==> config.mk <==
export PLATFORM = sky130hd
export DESIGN_NAME = riscboy_ppu_blender
export DESIGN_NICKNAME = d
export VERILOG_FILES = /design/src/rtl/riscboy_ppu_blender.sv
export SDC_FILE = /design/constraint.sdc
export NUM_CORES = 1
export LEC_CHECK = 0
export CAP_MARGIN = 20
export CORE_MARGIN = 5
export CORE_UTILIZATION = 36
export DETAILED_ROUTE_END_ITERATION = 6
export DONT_BUFFER_PORTS = 1
export GPL_TIMING_DRIVEN = 1
export PLACE_DENSITY = 0.57
export SYNTH_ARGS = -nofsm -noshare
export SYNTH_HDL_FRONTEND = slang
export SYNTH_SLANG_ARGS = --single-unit
==> constraint.sdc <==
create_clock -name clk -period 2.66 [get_ports clk]
set_input_delay 0.532 -clock clk [delete_from_list [all_inputs] [get_ports clk]]
set_output_delay 0.532 -clock clk [all_outputs]
set_load 0.05 [all_outputs]
==> src/rtl/riscboy_ppu_blender.sv <==
// Two-layer scanline pixel blender: picks the highest-priority opaque layer
// (or the backdrop) and queues {colour, x} in a 2-entry output FIFO.
module riscboy_ppu_blender #(
  parameter int W_PIXDATA = 15,
  parameter int W_COORD   = 12
) (
  input  logic                 clk,
  input  logic                 rst,
  input  logic [1:0]           en_layer,
  input  logic                 flush,
  input  logic                 in0_vld,
  output logic                 in0_rdy,
  input  logic                 in0_alpha,
  input  logic [W_PIXDATA-1:0] in0_pixdata,
  input  logic                 in1_vld,
  output logic                 in1_rdy,
  input  logic                 in1_alpha,
  input  logic [W_PIXDATA-1:0] in1_pixdata,
  input  logic [W_PIXDATA-1:0] cfg_backdrop,
  input  logic [W_COORD-1:0]   cfg_last_x,
  output logic                 out_vld,
  input  logic                 out_rdy,
  output logic [W_PIXDATA-1:0] out_pixdata,
  output logic [W_COORD-1:0]   out_x,
  output logic                 line_done
);

  typedef enum logic [0:0] {
    ACTIVE = 1'b0,
    DONE   = 1'b1
  } state_t;

  state_t               state;
  logic [W_COORD-1:0]   x;
  logic [1:0]           count;
  logic [W_PIXDATA-1:0] tail_pixdata;
  logic [W_COORD-1:0]   tail_x;
  logic                 layers_vld;
  logic                 fire;
  logic                 pop;
  logic [W_PIXDATA-1:0] comp_pixdata;

  // A disabled layer never stalls compositing; its valid is ignored.
  assign layers_vld = (in0_vld || !en_layer[0]) && (in1_vld || !en_layer[1]);
  // Space check uses the registered count only, so out_rdy never reaches the rdys.
  assign fire = !rst && (state == ACTIVE) && !flush && (count != 2'd2) && layers_vld;

  assign in0_rdy   = fire && en_layer[0];
  assign in1_rdy   = fire && en_layer[1];
  assign out_vld   = (count != 2'd0);
  assign pop       = out_vld && out_rdy && !rst;
  assign line_done = pop && (out_x == cfg_last_x);

  always_comb begin
    comp_pixdata = cfg_backdrop;
    if (en_layer[0] && in0_alpha) begin
      comp_pixdata = in0_pixdata;
    end else if (en_layer[1] && in1_alpha) begin
      comp_pixdata = in1_pixdata;
    end else begin
      comp_pixdata = cfg_backdrop;
    end
  end

  always_ff @(posedge clk) begin
    if (rst) begin
      state        <= ACTIVE;
      x            <= '0;
      count        <= 2'd0;
      out_pixdata  <= '0;
      out_x        <= '0;
      tail_pixdata <= '0;
      tail_x       <= '0;
    end else if (flush) begin
      state <= ACTIVE;
      x     <= '0;
      count <= 2'd0;
    end else begin
      if (fire) begin
        if (x == cfg_last_x) begin
          state <= DONE;
        end else begin
          x <= x + {{(W_COORD-1){1'b0}}, 1'b1};
        end
      end
      case ({fire, pop})
        2'b10: begin
          if (count == 2'd0) begin
            out_pixdata <= comp_pixdata;
            out_x       <= x;
            count       <= 2'd1;
          end else begin
            tail_pixdata <= comp_pixdata;
            tail_x       <= x;
            count        <= 2'd2;
          end
        end
        2'b01: begin
          if (count == 2'd2) begin
            out_pixdata <= tail_pixdata;
            out_x       <= tail_x;
          end
          count <= count - 2'd1;
        end
        // Simultaneous push/pop only happens at count 1: replace the head.
        2'b11: begin
          out_pixdata <= comp_pixdata;
          out_x       <= x;
        end
        default: begin
        end
      endcase
    end
  end

endmodule

Yosys cells after proc, flatten, opt, wreduce, memory -nomap -nowiden. Cells that the tools add are included.

$add $sub $neg: 2. Equal/unequal tests: 9. Mux-type cells: 10. Bitwise gates (word level): 4. Reductions and logical operators: 27.

Operators with widths (number): $mux W15 (4); $pmux W15 S3 (1); $pmux W12 S3 (1); $eq A12 B12 Y1 (2); $mux W12 (2); $add A12 B1 Y12 const B (1); $logic_and A1 B1 Y1 (12); $eq A2 B2 Y1 const B (3); $ne A2 B2 Y1 const B (3); $logic_not A1 Y1 (4); $not A1 Y1 (4); $pmux W2 S2 (1); $reduce_and A2 Y1 (2); $reduce_and A4 Y1 (1); $reduce_bool A2 Y1 (2); $reduce_and A3 Y1 (1); $reduce_bool A3 Y1 (1); $eq A2 B1 Y1 const B (1); $logic_not A2 Y1 (1); $logic_or A1 B1 Y1 (2); $mux W2 (1); $reduce_or A2 Y1 (1); $sub A2 B1 Y2 const B (1).

Flip-flop bits (word level): 69. Bits of input ports: 67. Output and inout bits: 31. Word-level logic and storage cells: 59.

Depth between registers and ports, before layout.
Depth after elaboration: 8. Mapped depth: 12. Depth with buffers taken out: 10.

Least setup slack after synthesis. Ideal clock, no wire load.

Path kind: register -> output. Start point: register out_x[11]. End point: output line_done. Data arrival time: 2.690 ns. Required time: 2.128 ns. Setup slack: -0.562 ns. Stages on the path, launching flop included: 5. Cell sequence: dfxtp_1 -> xor2_1 -> nor4_1 -> nand4_1 -> nor4_1.

Word-level cells in the longest chain between the ends: 2.

Ends and longest elaborated chain: start, declared (line 24) `output logic [W_COORD-1:0] out_x,`; start signal, assigned (line 101) `out_x <= tail_x;`; $eq A12 B12 Y1 (line 52) `assign line_done = pop && (out_x == cfg_last_x);`; $logic_and A1 B1 Y1 (line 52); end, declared (line 25) `output logic line_done`.

No other way between the ends.

Final worst setup path.
Start point: register count[0]. End point: output in1_rdy.

Word-level cells in the longest chain between the ends: 4.

Ends and longest elaborated chain: start, declared (line 35) `logic [1:0] count;`; start signal, assigned (line 103) `count <= count - 2'd1;`; $ne A2 B2 Y1 (line 46) `assign fire = !rst && (state == ACTIVE) && !flush && (count != 2'd2) && layers_vld;`; $logic_and A1 B1 Y1 (2 in series) (line 46); $logic_and A1 B1 Y1 (line 49) `assign in1_rdy = fire && en_layer[1];`; end, declared (line 16) `output logic in1_rdy,`.

No other way between the ends.

==> impl_metrics.env <==
export IMPL_status="finished, final reports clean"
export IMPL_start_kind="flip-flop"
export IMPL_synthesis_nets=499
export IMPL_via_count=2954
export IMPL_routed_via_density=5.201
export IMPL_grt_max_degree=58
export IMPL_grt_remaining_overflow=0
export IMPL_io_pins=98
export IMPL_tightest_slew_ns=0.6230
export IMPL_yosys_area_share_simple_pct=18.26
export IMPL_synth_top_family_by_area="simple AND/OR/NAND/NOR gates"
export IMPL_syn2layout_area_growth_pct=11.86
export IMPL_hold_viol_final=0
export IMPL_initialDrtViolationCount=154
export IMPL_globalplace_congestion=0.7656
export IMPL_cts_inserted_buffers=9
export IMPL_synth_compound_area_share_pct=17.73
export IMPL_end_kind="output port"
export IMPL_grt_pass1_vias=2750
export IMPL_placement_cell_area_um2=3794
export IMPL_cts_tree="built"
export IMPL_antenna_found_initial=0
export IMPL_rsz0062_at_grt="no"
export IMPL_cp_max_fo=16
export IMPL_fmax_mhz=412.5
export IMPL_drc=0
export IMPL_ant_nets=0
export IMPL_finClkSkew_ns=0.01299
export IMPL_die_h_um=109.7
export IMPL_maxCapViolations=0
export IMPL_placeableCoreArea_um2=9729
export IMPL_wl_mm=9.191
export IMPL_cts_sinks=69
export IMPL_syn_area_per_cell_um2=8.397
export IMPL_yosysWarningCount=0
export IMPL_worstPathArrival_ns=1.89
export IMPL_seq_area_frac_synth_pct=38.61
export IMPL_powerDensity_nw_per_um2=553.0
export IMPL_drive_above_1_share_pct=11.26
export IMPL_root_buffer="clkbuf_8"
export IMPL_path_clk_slew_ns=0.08
export IMPL_post_cts_resize_count=0
export IMPL_antenna_cells=0
export IMPL_design_area_um2=4001
export IMPL_hp_class="in -> reg"
export IMPL_ctsHoldBuffers=0
export IMPL_rows=36
export IMPL_clk_latency_ns=0.35
export IMPL_firstDrtPassIters=4
export IMPL_slowest_delay_ns=0.34
export IMPL_setup_viol=0
export IMPL_post_drt_wl_per_cell_um=16.18
export IMPL_synthMuxAreaShare_pct=12.31
export IMPL_layout_nets=503
export IMPL_htreeDepth=3
export IMPL_leakage_uw=0.001333
export IMPL_cpMaxStageDelayCell="dfxtp_1"
export IMPL_grt_pass1_wl_mm=14.12
export IMPL_grt_usage_pct=15.34
export IMPL_die_w_um=109.7
export IMPL_cts_setup_buffers=0
export IMPL_fin_crit_ns=2.424
export IMPL_ys_seq_elements=69
export IMPL_synth_xor_area_share_pct=5.876
export IMPL_cts_buffer_depth=2
export IMPL_synthesis_area_um2=3577
export IMPL_dp_hpwl_mm=6.612
export IMPL_drv_slew=0
export IMPL_dieArea_um2=12030
export IMPL_cp_required_ns=2.13
export IMPL_io_buffers=0
export IMPL_worst_hold_slack_ns=0.2539
export IMPL_slew_headroom_pct=58.41
export IMPL_start_util_pct=36.77
export IMPL_final_util_pct=41.13
export IMPL_crit_type="reg -> out"
export IMPL_synth_distinct_cells=37
export IMPL_path_cells="inv_1 > ha_1 > nor2_1 > o2111ai_4 > buf_4 > nor2_1 > buf_4"
export IMPL_fin_tns_setup_ns=0
export IMPL_synth_fa_ha_area_share_pct=2.099
export IMPL_finalCritPeriodShare_pct=91.15
export IMPL_syn_inst=426
export IMPL_peakVddDrop_mv=0.2069
-- placed cells by master (no fill, tap or decap), drive strengths merged --
| cell | netlist | final |
|---|---|---|
| nand2b | 1 | 1 |
| nand3 | 6 | 6 |
| o21ai | 19 | 19 |
| nor4 | 2 | 2 |
| inv | 7 | 8 |
| ha | 6 | 6 |
| a21oi | 38 | 38 |
| o2111ai | 1 | 1 |
| nor2b | 1 | 1 |
| and2 | 2 | 2 |
| bufinv | 0 | 1 |
| clkbuf | 20 | 10 |
| or3 | 2 | 2 |
| o311ai | 1 | 1 |
| a2111oi | 1 | 1 |
| a211oi | 27 | 27 |
| nand4 | 6 | 6 |
| or4 | 6 | 6 |
| mux2i | 44 | 44 |
| clkinv | 1 | 3 |
| or2 | 1 | 1 |
| buf | 12 | 25 |
| xor2 | 5 | 5 |
| o41ai | 1 | 1 |
| o31ai | 8 | 8 |
| o211ai | 2 | 2 |
| nor2 | 35 | 35 |
| nor3 | 1 | 1 |
| dfxtp | 69 | 69 |
| clkinvlp | 0 | 2 |
| and3 | 5 | 5 |
| xnor2 | 19 | 19 |
| nand2 | 77 | 77 |
-- cell type report --
type | count | area, um2
fill | 1010 | 5728
multi-input combinational | 317 | 2031
sequential | 69 | 1381
timing repair buffer | 25 | 188.9
tap | 133 | 166.4
clock buffer | 10 | 127.6
clock inverter | 6 | 71.32
inverter | 8 | 35.03
-- worst max-delay path: cells and delay by family, from the launching register on --
family | cells | cell delay (ns)
compound gates | 1 | 0.18
fa+ha+maj | 1 | 0.21
buf+inv | 3 | 0.52
flops | 1 | 0.34
simple gates | 2 | 0.31
-- power by group --
group	total, uW	internal (uW)	switching [uW]
registers	1110	1050	55.3
clock network	875	440	435
logic	229	87.2	141
-- metrics by stage --
| stage | worst slack (ns) | power [uW] | std cells |
|---|---|---|---|
| finish | 0.2355 | 2213 | 568 |
| global route | 0.01798 | 2304 | 568 |
| detailed placement | 0.1394 | 1363 | 551 |
| floorplan | 0.03650 | 1318 | 426 |
| global placement | 0.2605 | 1358 | 551 |
| CTS | 0.07073 | 2232 | 567 |
-- metal layers --
layer,global-route usage (%),vias to the layer above,part of all wire [%]
li1,-,1497,-
met1,20.66,1360,46
met2,23.32,90,45
met3,4.345,7,7.5
met4,5.610,0,1.0
met5,0,-,0
-- cell families after synthesis --
family                     after synthesis
muxes                                   44
and+or+nand+nor                        145
xor gates and xnor gates                24
DFF                                     69
AOI/OAI and AO/OA                       98
buffers and inverters                   40
adders and majority gates                6
-- cells in the mapped netlist --
cell type / number / share of area (%)
nand2b_1: 1 / 0.17
xnor2_1: 19 / 4.7
mux2i_1: 44 / 12
nand4_1: 5 / 0.87
clkbuf_1: 20 / 2.1
o2111ai_4: 1 / 0.73
o211ai_1: 2 / 0.42
buf_1: 2 / 0.21
a2111oi_4: 1 / 0.77
and3_1: 5 / 0.87
or3_1: 2 / 0.35
a21oi_1: 38 / 5.3
ha_1: 6 / 2.1
nand4_4: 1 / 0.59
nor2_1: 34 / 3.6
inv_1: 7 / 0.73
buf_6: 2 / 0.63
nor4_1: 2 / 0.35
o311ai_0: 1 / 0.24
nor3_2: 1 / 0.28
o21ai_1: 12 / 1.7
nor2_4: 1 / 0.31
or4_1: 6 / 1.3
or2_2: 1 / 0.17
clkinv_4: 1 / 0.24
a211oi_1: 27 / 5.7
buf_4: 1 / 0.21
buf_2: 7 / 0.98
and2_1: 2 / 0.35
dfxtp_1: 69 / 39
xor2_1: 5 / 1.2
nor2b_1: 1 / 0.17
o41ai_1: 1 / 0.24
o21ai_0: 7 / 0.98
nand2_1: 77 / 8.1
o31ai_1: 8 / 1.7
nand3_1: 6 / 0.84
-- worst paths after layout --
path / cells past startpoint / start / endpoint / slack, ns
setup / recovery: 7 / count[0] / in1_rdy / 0.24
hold / removal: 1 / rst / tail_x[5] / 0.25
setup reg to reg: 9 / count[0] / out_x[5] / 0.24
hold reg to reg: 2 / tail_pixdata[8] / tail_pixdata[8] / 0.45
-- registers in the layout (all words and copies together), names as in the netlist --
register	cells
x	12
out_x	12
state	1
count	2
tail_pixdata	15
tail_x	12
out_pixdata	15
Power figures use the tool's default switching activity.
